### config.mk
export PLATFORM = sky130hd
export DESIGN_NAME = fpga_cfg_loader
export DESIGN_NICKNAME = d
export VERILOG_FILES = /design/src/rtl/cfg_pkg.sv /design/src/rtl/cfg_byte_serializer.sv /design/src/rtl/fpga_cfg_loader.sv
export SDC_FILE = /design/constraint.sdc
export NUM_CORES = 1
export LEC_CHECK = 0
export CAP_MARGIN = 25
export CORE_MARGIN = 1.5
export CORE_UTILIZATION = 45
export CTS_BUF_LIST = sky130_fd_sc_hd__clkbuf_2 sky130_fd_sc_hd__clkbuf_4 sky130_fd_sc_hd__clkbuf_8
export DETAILED_ROUTE_END_ITERATION = 16
export DONT_BUFFER_PORTS = 1
export PLACE_DENSITY = 0.65
export SYNTH_ARGS = -nofsm -noshare
export SYNTH_HDL_FRONTEND = slang
export SYNTH_HIERARCHICAL = 1
export SYNTH_SLANG_ARGS = --single-unit
### constraint.sdc
create_clock -name clk -period 2.8 [get_ports clk]
set_clock_uncertainty 0.1 [all_clocks]
set_input_delay 0.42 -clock clk [delete_from_list [all_inputs] [get_ports clk]]
set_output_delay 0.42 -clock clk [all_outputs]
set_load 0.05 [all_outputs]
### src/rtl/cfg_pkg.sv
// Shared types and helpers for the fabric configuration loader: FSM states,
// byte width, default chain length and the running checksum step.
package cfg_pkg;

    localparam int CFG_BYTE_W        = 8;
    localparam int CFG_CHAIN_LEN_DEF = 256;

    typedef enum logic [2:0] {
        ST_IDLE,
        ST_LOAD,
        ST_SHIFT,
        ST_CHECK,
        ST_LATCH,
        ST_DONE,
        ST_ERR
    } cfg_state_t;

    // One step of the 8-bit XOR fold over the image bytes.
    function automatic logic [CFG_BYTE_W-1:0] cfg_csum_fold(
        input logic [CFG_BYTE_W-1:0] acc,
        input logic [CFG_BYTE_W-1:0] b
    );
        return acc ^ b;
    endfunction

endpackage

### src/rtl/cfg_byte_serializer.sv
// 8-bit parallel-in serial-out shifter, LSB first. A load starts an 8-cycle
// burst; sdo is forced low whenever the shifter is idle.
module cfg_byte_serializer
    import cfg_pkg::*;
(
    input  logic                  clk,
    input  logic                  rst_n,
    input  logic                  load_i,
    input  logic [CFG_BYTE_W-1:0] byte_i,
    output logic                  sdo_o,
    output logic                  busy_o,
    output logic                  last_o
);

    logic [CFG_BYTE_W-1:0] sreg_q;
    logic [2:0]            bit_q;
    logic                  busy_q;

    always_ff @(posedge clk or negedge rst_n) begin
        if (!rst_n) begin
            sreg_q <= '0;
            bit_q  <= '0;
            busy_q <= 1'b0;
        end else if (load_i) begin
            sreg_q <= byte_i;
            bit_q  <= '0;
            busy_q <= 1'b1;
        end else if (busy_q) begin
            sreg_q <= {1'b0, sreg_q[CFG_BYTE_W-1:1]};
            bit_q  <= bit_q + 3'd1;
            if (bit_q == 3'd7) begin
                busy_q <= 1'b0;
            end
        end
    end

    assign sdo_o  = busy_q & sreg_q[0];
    assign busy_o = busy_q;
    assign last_o = busy_q && (bit_q == 3'd7);

endmodule

### src/rtl/fpga_cfg_loader.sv
// Writer end of the fabric configuration chain: accepts bytes over valid/ready,
// shifts them into the chain and pulses chain_latch only on a good checksum.
module fpga_cfg_loader
    import cfg_pkg::*;
#(
    parameter int CHAIN_LEN = CFG_CHAIN_LEN_DEF,
    parameter int CNT_W     = 6
) (
    input  logic                  clk,
    input  logic                  rst_n,
    input  logic                  cfg_start,
    input  logic [CFG_BYTE_W-1:0] cfg_data,
    input  logic                  cfg_valid,
    output logic                  cfg_ready,
    output logic                  chain_sdo,
    output logic                  chain_shift_en,
    output logic                  chain_latch,
    output logic                  done,
    output logic                  err
);

    localparam logic [CNT_W-1:0] N_BYTES = CNT_W'(CHAIN_LEN / CFG_BYTE_W);

    cfg_state_t            state_q, state_d;
    logic [CNT_W-1:0]      count_q, count_d;
    logic [CFG_BYTE_W-1:0] csum_q, csum_d;
    logic                  ready_q, shift_q, latch_q, done_q, err_q;
    logic                  accept, ser_load, ser_sdo, ser_busy, ser_last;

    // A start request always wins over a coincident byte.
    assign cfg_ready = ready_q & ~cfg_start;
    assign accept    = cfg_ready & cfg_valid;
    assign ser_load  = accept && (state_q == ST_LOAD);

    cfg_byte_serializer u_ser (
        .clk    (clk),
        .rst_n  (rst_n),
        .load_i (ser_load),
        .byte_i (cfg_data),
        .sdo_o  (ser_sdo),
        .busy_o (ser_busy),
        .last_o (ser_last)
    );

    always_comb begin
        state_d = state_q;
        count_d = count_q;
        csum_d  = csum_q;
        if (cfg_start) begin
            state_d = ST_LOAD;
            count_d = '0;
            csum_d  = '0;
        end else begin
            case (state_q)
                ST_LOAD: begin
                    if (accept) begin
                        csum_d  = cfg_csum_fold(csum_q, cfg_data);
                        state_d = ST_SHIFT;
                    end
                end
                ST_SHIFT: begin
                    if (ser_busy && ser_last) begin
                        count_d = count_q + CNT_W'(1);
                        state_d = (count_d == N_BYTES) ? ST_CHECK : ST_LOAD;
                    end
                end
                ST_CHECK: begin
                    if (accept) begin
                        state_d = (cfg_data == csum_q) ? ST_LATCH : ST_ERR;
                    end
                end
                ST_LATCH: state_d = ST_DONE;
                default:  state_d = state_q;
            endcase
        end
    end

    // Outputs are registered from the next state so they line up with state_q.
    always_ff @(posedge clk or negedge rst_n) begin
        if (!rst_n) begin
            state_q <= ST_IDLE;
            count_q <= '0;
            csum_q  <= '0;
            ready_q <= 1'b0;
            shift_q <= 1'b0;
            latch_q <= 1'b0;
            done_q  <= 1'b0;
            err_q   <= 1'b0;
        end else begin
            state_q <= state_d;
            count_q <= count_d;
            csum_q  <= csum_d;
            ready_q <= (state_d == ST_LOAD) || (state_d == ST_CHECK);
            shift_q <= (state_d == ST_SHIFT);
            latch_q <= (state_d == ST_LATCH);
            done_q  <= (state_d == ST_DONE);
            err_q   <= (state_d == ST_ERR);
        end
    end

    assign chain_shift_en = shift_q;
    assign chain_sdo      = shift_q & ser_sdo;
    assign chain_latch    = latch_q;
    assign done           = done_q;
    assign err            = err_q;

endmodule

== Word-level counts from Yosys, hierarchy flattened ==
Index checks and enable logic that the tools add are counted.
W data, S select, Z words.

* Add/sub/neg operators: 2
* Equal/unequal tests: 13
* Muxes and demuxes: 20
* Bitwise operators: 6
* Reduce and logical (&&, ||, !) cells: 11

{| class="wikitable"
|+ Operators by type and width
! kind !! count
|-
| $mux W8 || 5
|-
| $mux W3 || 6
|-
| $mux W6 || 3
|-
| $eq A3 B3 Y1 const B || 5
|-
| $eq A3 B2 Y1 const B || 4
|-
| $pmux W3 S4 || 1
|-
| $reduce_bool A2 Y1 || 5
|-
| $eq A8 B8 Y1 || 1
|-
| $xor A8 B8 Y8 || 1
|-
| $add A6 B1 Y6 const B || 1
|-
| $eq A3 B1 Y1 const B || 2
|-
| $eq A6 B6 Y1 const B || 1
|-
| $and A1 B1 Y1 || 4
|-
| $mux W2 || 2
|-
| $reduce_and A2 Y1 || 2
|-
| $add A3 B1 Y3 const B || 1
|-
| $logic_and A1 B1 Y1 || 3
|-
| $mux W1 || 3
|-
| $logic_or A1 B1 Y1 || 1
|-
| $not A1 Y1 || 1
|}

* Bits in registers: 34
* Input port bits: 12
* Output and inout bits: 6
* Word-level logic and storage cells: 63

== Depth between registers and ports, before layout ==
Gate-level depths: netlist of the first run.

* Word-level depth: 8
* Depth in mapped cells: 9
* Mapped depth without buffers: 7

== Modules after synthesis ==
Netlist of the first run, hierarchy kept.

{| class="wikitable"
|+ Modules (own cells, without submodules)
! module !! instances !! cells each !! area each (µm²) !! sequential area each (µm²)
|-
| fpga_cfg_loader || 1 || 129 || 1257.5 || 550.5
|-
| cfg_byte_serializer || 1 || 52 || 583.1 || 300.3
|}

== Worst setup path before layout of the first run ==
Ideal clock, no wire load.

* Path kind: reg-to-reg
* Start point: register u_ser.bit_q[0]
* End point: register shift_q, in the netlist chain_shift_en
* Setup time: 99 ps
* Data arrival time: 1877 ps
* Data required time: 2601 ps
* Slack: 723 ps
* Stages on the path, launching flop included: 9
* Buffers on the path: 1
* Clock period less this slack: 2077 ps
* Cells stage by stage: dfrtp_1 > ha_1 > ha_1 > and2_2 > and2_0 > clkbuf_1 > and2_4 > or3_1 > a311oi_1

* Word-level cells in the longest chain between the ends: 7

{| class="wikitable"
|+ RTL lines
! item !! RTL line !! text
|-
| start, declared || cfg_byte_serializer.sv:16 || <nowiki>logic [2:0] bit_q;</nowiki>
|-
| start signal, assigned || cfg_byte_serializer.sv:30 || <nowiki>bit_q <= bit_q + 3'd1;</nowiki>
|-
| $eq A3 B3 Y1 || cfg_byte_serializer.sv:39 || <nowiki>assign last_o = busy_q && (bit_q == 3'd7);</nowiki>
|-
| $logic_and A1 B1 Y1 || cfg_byte_serializer.sv:39 ||
|-
| via ser_last || fpga_cfg_loader.sv:28 || <nowiki>logic accept, ser_load, ser_sdo, ser_busy, ser_last;</nowiki>
|-
| $logic_and A1 B1 Y1 || fpga_cfg_loader.sv:62 || <nowiki>if (ser_busy && ser_last) begin</nowiki>
|-
| $mux W3 || fpga_cfg_loader.sv:62 ||
|-
| $pmux W3 S4 || fpga_cfg_loader.sv:54 || <nowiki>case (state_q)</nowiki>
|-
| $mux W3 || fpga_cfg_loader.sv:49 || <nowiki>if (cfg_start) begin</nowiki>
|-
| via state_d[0] || fpga_cfg_loader.sv:24 || <nowiki>cfg_state_t state_q, state_d;</nowiki>
|-
| $eq A3 B2 Y1 || fpga_cfg_loader.sv:94 || <nowiki>shift_q <= (state_d == ST_SHIFT);</nowiki>
|-
| end signal, assigned || fpga_cfg_loader.sv:94 ||
|-
| end, declared || fpga_cfg_loader.sv:27 || <nowiki>logic ready_q, shift_q, latch_q, done_q, err_q;</nowiki>
|}

The timed path passes the listed nets, and every way through them passes these cells.
A chain may end at the register's enable or synchronous reset.

== Worst setup path after layout of the first run ==
Ends and elaborated chain as after synthesis.

==> impl_summary.log, run 1 <==
INFO  metric worstPathArrival = ~2.3 ns
INFO  metric netlist_instances = between 150 and 200
INFO  metric yosysSeqAreaShare = 46.2%
INFO  metric power.density = approximately 800 mW/mm2
INFO  metric cp_data_required_time = 2.90 ns
INFO  metric reg2reg_depth = 7
INFO  metric seqPwrFrac = 45.4%
INFO  metric placement.io_buffers = 0
INFO  metric category_of_the_worst_setup_path_capture_point = flop
INFO  metric area_enclosed_by_the_die_boundary = between 0.004 and 0.005 mm2
INFO  metric y_dimension_of_the_die = 67.0 um
INFO  metric cts.reportedPaths.clkPinSlew = 0.07 ns
INFO  metric ioPinCount = 18
INFO  metric setup.reg_to_reg.worst_slack = ~0.58 ns
INFO  metric pre_antenna_drt_iters = 4
INFO  metric numCtsBuffers = 5
INFO  metric cts_root_buf = clkbuf_8
INFO  metric antenna_violation_net_count_after_detailed_routing = 0
INFO  metric cts_post_setup_buffers_inserted = 0
INFO  metric share_comb_of_total_power = between 30 and 40%
INFO  metric hp-class = input pin to flop
INFO  metric routed_wl = about 3.5 mm
INFO  metric cap_viol_max_count = 0
INFO  metric synth.top_cell.area_share = 46.2%
INFO  metric fin_worst_hold_slack = 0.0897 ns
INFO  metric grt_antenna_before_repair = 0
INFO  metric power_report.internal_total = between 1 and 1.5 mW
INFO  metric post-route-min-period = between 2 and 2.5 ns
INFO  metric synthMuxAreaShare = 6.05%
INFO  metric post_synthesis_share_of_cell_area_spent_on_full_adders_half_adders_and_majority_gates = about 2.7%
INFO  metric cts_resized = 0
INFO  metric finalMaxSlewViolations = 0
INFO  metric p_sw = 0.546 mW
INFO  metric postSynthRegisterBits = 34
INFO  metric tritoncts_num_sinks = 34
INFO  metric worstMarginPinSlew = between 0.7 and 0.8 ns
INFO  metric cellLeakagePower = 0.898 nW
INFO  metric drt-wirelength-per-cell = roughly 15 um
INFO  metric setup_repair_after_global_routing_missed_its_margin = no
INFO  metric crit_path_start_kind = flop
INFO  metric antenna-diode-count = 0
INFO  metric floorplan.rows = 23
INFO  metric layout.filler_cells = 349
INFO  metric post_synth_main_area_contributors = dfrtp_1, xor2_1, mux2i_1
INFO  metric syn-mean-instance-area = 10.2 um2
INFO  metric route.vias.total = 1256
INFO  metric final_hold_viol_count = 0
INFO  metric chipWidth = 67.0 um
INFO  metric main_combinational_cell_family_by_area_after_synthesis = simple AND/OR/NAND/NOR gates
INFO  metric dominantRegCellSynth = dfrtp_1
INFO  metric start_util = 46.3%
INFO  metric grt_pass1_vias = 1303
INFO  metric top_count_cell_post_synth = dfrtp_1
INFO  metric synth_compound_gate_area_share = 8.63%
INFO  metric synth_area_leader_cell = dfrtp_1
INFO  metric nets = 200
INFO  metric criticalPathCategory = flop to flop
INFO  metric synth_xor_xnor_area_share = 11.4%
INFO  metric vias_per_cell = 5.34
INFO  metric clockBufferDepth = 2
INFO  metric tritoncts = yes
INFO  metric ys_async_sr_fraction = 100%
INFO  metric drive_gt1_share = a little under an eighth
INFO  metric ys_warnings = 6
INFO  metric clock.fmax = 0.450 GHz
INFO  metric clockPowerShare = between 20% and 30%
INFO  metric irDropWorstVdd = between 300 and 400 uV
INFO  metric number_of_endpoints_failing_setup_at_the_final_stage = 0
INFO  metric dp_cells = 225
INFO  metric post_synthesis_to_final_layout_area_growth = 8.09%
INFO  metric grt_resource_usage_total = 18.4%
INFO  metric place_congestion = 0.835
INFO  metric grt-ovfl-total = 0
INFO  metric timing.hold.worst_path_depth = 1
INFO  metric synth_fp_nets = 197
INFO  metric total_standard_cell_area_after_synthesis = 0.00184 mm2
INFO  metric critPathMaxFanout = 7
INFO  metric fin_setup_tns = 0 ns
INFO  metric clock_latency = between 0.2 and 0.3 ns
INFO  metric final_cells = 235
INFO  metric cts_hold_repair.buffers = 2
INFO  metric synthSimpleGateAreaFrac = about a fifth
INFO  metric slew_headroom = 51.0%
INFO  metric core = a little under 0.004 mm2
INFO  metric power.switching_fraction = 34.3%
INFO  metric grt_pass1_wl = 5.91 mm
INFO  metric yosys-top-cells-count = dfrtp_1, nor2_1, xor2_1, nand2_1, nand3_1
INFO  metric dp_hpwl = approximately 2.5 mm
INFO  metric synth-edff-count = 0
INFO  metric drc = 0
INFO  metric maximum_number_of_pins_on_one_net_before_global_route_repair = 35
INFO  metric drt_iter0_markers = 93
INFO  metric min_period_over_period = 79.4%
INFO  metric clock_tree.htree_level_count = 2
INFO  metric synth.distinct_cells = 47
INFO  metric run_status = complete, no violations
==> through the flow <==
stage / power, mW / cell area (um2) / setup WS, ns / util (%)
after floorplan: 1.15 / 1840 / 0.723 / -
after global placement: 1.18 / 1860 / 0.669 / 46.9
after detailed placement: 1.21 / 1860 / 0.593 / 46.9
after CTS: 1.61 / 1990 / 0.575 / 50.1
after global routing: 1.71 / 1990 / 0.455 / 50.1
final: 1.59 / 1990 / 0.578 / 50.1
==> power by group through the flow <==
stage	Clock, mW	Combinational (mW)	Sequential [mW]
after global routing	0.416	0.554	0.735
final	0.379	0.491	0.723
after CTS	0.392	0.497	0.722
after global placement	0	0.460	0.724
after floorplan	0	0.449	0.698
after detailed placement	0	0.481	0.731
==> layout by cell type (no fill, tap or decap), types with 2 or more instances in the layout <==
cell type   n
buf_4       4
nor2_1     22
nand2b_1    4
o21ai_1     3
nor4_1      3
mux2i_1    10
and2_1      3
xnor2_1     9
inv_1       2
a21oi_1     2
ha_1        4
nand2_1    14
and2_2      2
nand4_1     3
dfrtp_1    34
clkbuf_8    6
o21ai_0     5
nand3_1    11
xor2_1     15
==> logic make-up (layout without fill, tap and decap cells) <==
group	count (synthesis)	after routing
compound gates	23	23
simple gates	73	73
fa+ha+maj	4	4
flops	34	34
mux	11	11
buf+inv	12	16
xor+xnor	24	24
==> flip-flops by register name (all words and copies together), names as in the netlist, 3 cells and up <==
signal and cells:
state_q 3, u_ser/bit_q 3, csum_q 8, u_ser/sreg_q 8, count_q 6
==> layer usage <==
layer  global-route usage (%)  share of wire, %  routed length, um
met5                        0                 0                  0
met4                     10.5               2.7                 95
met3                     4.73               4.8                169
met2                     29.4                48               1660
met1                     22.4                45               1560
==> worst paths after layout <==
path	from	to
worst min register to register	u_ser/bit_q[1]	u_ser/bit_q[1]
min in group asynchronous	rst_n	csum_q[4]
worst max register to register	u_ser/bit_q[0]	chain_shift_en
max in group asynchronous	rst_n	count_q[2]
worst max-delay path	u_ser/bit_q[0]	chain_shift_en
worst min-delay path	cfg_start	count_q[1]
==> worst max-delay path, cell delays in order (launching register included) <==
cell,delay (ns)
dfrtp_1,0.39
ha_1,0.21
ha_1,0.19
and2_2,0.16
and2_0,0.26
and2_4,0.22
or3_1,0.39
a311oi_1,0.20
==> final cells by class <==
type | count | area, um2 | area share [%]
Multi-Input combinational cell | 135 | 913 | 45.9
Clock buffer | 7 | 90.1 | 4.53
Timing Repair Buffer | 6 | 60.1 | 3.02
Clock inverter | 1 | 5.00 | 0.252
Inverter | 2 | 7.51 | 0.377
Sequential cell | 34 | 851 | 42.8
Tap cell | 50 | 62.6 | 3.14
Power figures use the tool's default switching activity.
==> inputs of run 2 (changes only) <==
==> constraint.sdc (replaced) <==
create_clock -name clk -period 2.1 [get_ports clk]
set_clock_uncertainty 0.1 [all_clocks]
set_input_delay 0.315 -clock clk [delete_from_list [all_inputs] [get_ports clk]]
set_output_delay 0.315 -clock clk [all_outputs]
set_load 0.05 [all_outputs]
==> impl_summary.log, run 2 (synthesized netlist as in run 1, its figures left out) <==
INFO  metric cts_root_buf = clkbuf_8
INFO  metric dp_cells = 228 (+1.3%)
INFO  metric core = 0.00397 mm2 (unchanged)
INFO  metric drc = 0 (unchanged)
INFO  metric irDropWorstVdd = 697 uV (+78%)
INFO  metric numCtsBuffers = 5 (unchanged)
INFO  metric antenna_violation_net_count_after_detailed_routing = 0 (unchanged)
INFO  metric slew_headroom = 39.1% (-12 points)
INFO  metric cap_viol_max_count = 0 (unchanged)
INFO  metric crit_path_max_incr_delay = 0.39 ns (about the same)
INFO  metric tritoncts_num_sinks = 34 (unchanged)
INFO  metric vias_per_cell = 5.53 (+3.5%)
INFO  metric cts.reportedPaths.clkPinSlew = 0.07 ns (about the same)
INFO  metric route.vias.total = 1327 (+5.7%)
INFO  metric clock_tree.htree_level_count = 2 (unchanged)
INFO  metric finalMaxSlewViolations = 0 (unchanged)
INFO  metric routed_wl = 3.88 mm (+11%)
INFO  metric grt_pass1_vias = 1343 (+3.1%)
INFO  metric drt_iter0_markers = 61 (-34%)
INFO  metric grt_antenna_before_repair = 0 (unchanged)
INFO  metric chipWidth = 67.0 um (unchanged)
INFO  metric number_of_endpoints_failing_setup_at_the_final_stage = 0 (unchanged)
INFO  metric cp_cell_sequence = ha_2, ha_2, and2_2, and2_1, and2_4, or3_4, a311oi_2
INFO  metric antenna-diode-count = 0 (unchanged)
INFO  metric area_enclosed_by_the_die_boundary = 0.00448 mm2 (unchanged)
INFO  metric dp_hpwl = 2.67 mm (+6.5%)
INFO  metric crit_family = simple AND/OR/NAND/NOR gates
INFO  metric y_dimension_of_the_die = 67.0 um (unchanged)
INFO  metric final_hold_viol_count = 0 (unchanged)
INFO  metric maximum_number_of_pins_on_one_net_before_global_route_repair = 35 (unchanged)
INFO  metric cp_data_required_time = 2.19 ns (-0.71 ns)
INFO  metric pre_antenna_drt_iters = 4 (unchanged)
INFO  metric critPathMaxFanout = 4 (-3)
INFO  metric worstPathArrival = 2.17 ns (-0.15 ns)
INFO  metric grt-ovfl-total = 0 (unchanged)
INFO  metric crit_top_cell = ha_2
INFO  metric criticalPathCategory = flop to flop
INFO  metric largestRegisters = csum_q x8, u_ser/sreg_q x8, count_q x6
INFO  metric layout.cells.most_common_list = dfrtp_1, nor2_1, xor2_1
INFO  metric min_period_over_period = 99.3% (+20 points)
INFO  metric nets = 205 (+2.5%)
INFO  metric run_status = complete, no violations
INFO  metric category_of_the_worst_setup_path_capture_point = flop
INFO  metric post-route-cell-area = 0.00205 mm2 (+2.8%)
INFO  metric start_util = 46.3% (unchanged)
INFO  metric clock_latency = 0.28 ns (about the same)
INFO  metric postLayoutCoreUtil = 51.5% (+1.4 points)
INFO  metric most_common_cell_after_layout_fill_and_taps_aside = dfrtp_1
INFO  metric placement.io_buffers = 0 (unchanged)
INFO  metric floorplan.rows = 23 (unchanged)
INFO  metric total_power = 2.20 mW (+38%)
INFO  metric place_congestion = 0.823 (-1.4%)
INFO  metric drt-wirelength-per-cell = 16.2 um (+9.0%)
INFO  metric tritoncts = yes
INFO  metric power.density = 1080 mW/mm2 (+34%)
INFO  metric grt_resource_usage_total = 19.4% (+1.0 points)
INFO  metric cp_num_buf_inv = 0 (unchanged)
INFO  metric ioPinCount = 18 (unchanged)
INFO  metric clock.fmax = 0.480 GHz (+6.6%)
INFO  metric post_synthesis_to_final_layout_area_growth = 11.1%
INFO  metric cellLeakagePower = 0.922 nW (+2.6%)
INFO  metric post-route-min-period = 2.09 ns (-0.137 ns)
INFO  metric grt_pass1_wl = 6.22 mm (+5.4%)
INFO  metric hp-class = input pin to flop
INFO  metric cp_slowest_cell = dfrtp_1
INFO  metric fin_setup_tns = 0 ns (unchanged)
INFO  metric crit_path_start_kind = flop
INFO  metric worstMarginPinSlew = 0.902 ns (+0.177 ns)
INFO  metric clockBufferDepth = 2 (unchanged)
INFO  metric drive_gt1_share = 15.3% (+3.9 points)
INFO  metric final_cells = 240 (+2.1%)
INFO  metric placedInstanceArea = 0.00189 mm2 (+1.2%)
[run 2: final timing paths]
check,cells past startpoint,start,end,slack (ns)
setup / recovery,7,u_ser/bit_q[0],chain_shift_en,0.01
max in group asynchronous,2,rst_n,chain_latch,1.35
hold / removal,2,cfg_data[6],u_ser/sreg_q[6],0.05
hold reg to reg,2,u_ser/sreg_q[7],u_ser/sreg_q[7],0.45
min in group asynchronous,2,rst_n,csum_q[5],0.38
setup reg to reg,7,u_ser/bit_q[0],chain_shift_en,0.01
[run 2: final cells by class]
type | instances | area, um2
fill | 378 | 1930
multi-input combinational | 135 | 930
sequential | 34 | 851
timing repair buffer | 11 | 100
clock buffer | 7 | 90.1
tap | 50 | 62.6
inverter | 2 | 7.51
clock inverter | 1 | 5.00
[run 2: worst register-to-register path, delay by kind of cell (launching register included)]
family                   cells  cell delay (ns)
adder cells (fa/ha/maj)      2             0.37
flip-flops                   1             0.39
AO/OA/AOI/OAI                1             0.28
AND/OR/NAND/NOR              4             0.85
[run 2: metal layers]
metal	share of wire, %	GRT usage, %
met2	52	32.6
met1	42	22.3
met4	0.77	7.91
met3	5.3	7.09
met5	0	0
[run 2: power breakdown]
| group | internal (mW) | total [mW] | switching (mW) |
|---|---|---|---|
| logic | 0.342 | 0.726 | 0.384 |
| clock network | 0.277 | 0.507 | 0.230 |
| registers | 0.810 | 0.968 | 0.158 |
[run 2: through the flow]
stage | worst slack [ns] | hold WS (ns)
2_1_floorplan | 0.0233 | -0.0806
3_3_place_gp | 0.0947 | -0.0799
3_5_place_dp | 0.0630 | -0.0795
4_1_cts | 0.0433 | 0.0163
5_1_grt | -0.0549 | 0.0357
6_report | 0.0146 | 0.0518
[run 2: what timing repair did]
item / in CTS / in global routing
gates resized for setup: 0 / 5
setup endpoints to repair: 0 / 2
endpoints found under the hold margin: 48 / 0
hold buffers: 3 / 0
setup buffers: 0 / 1
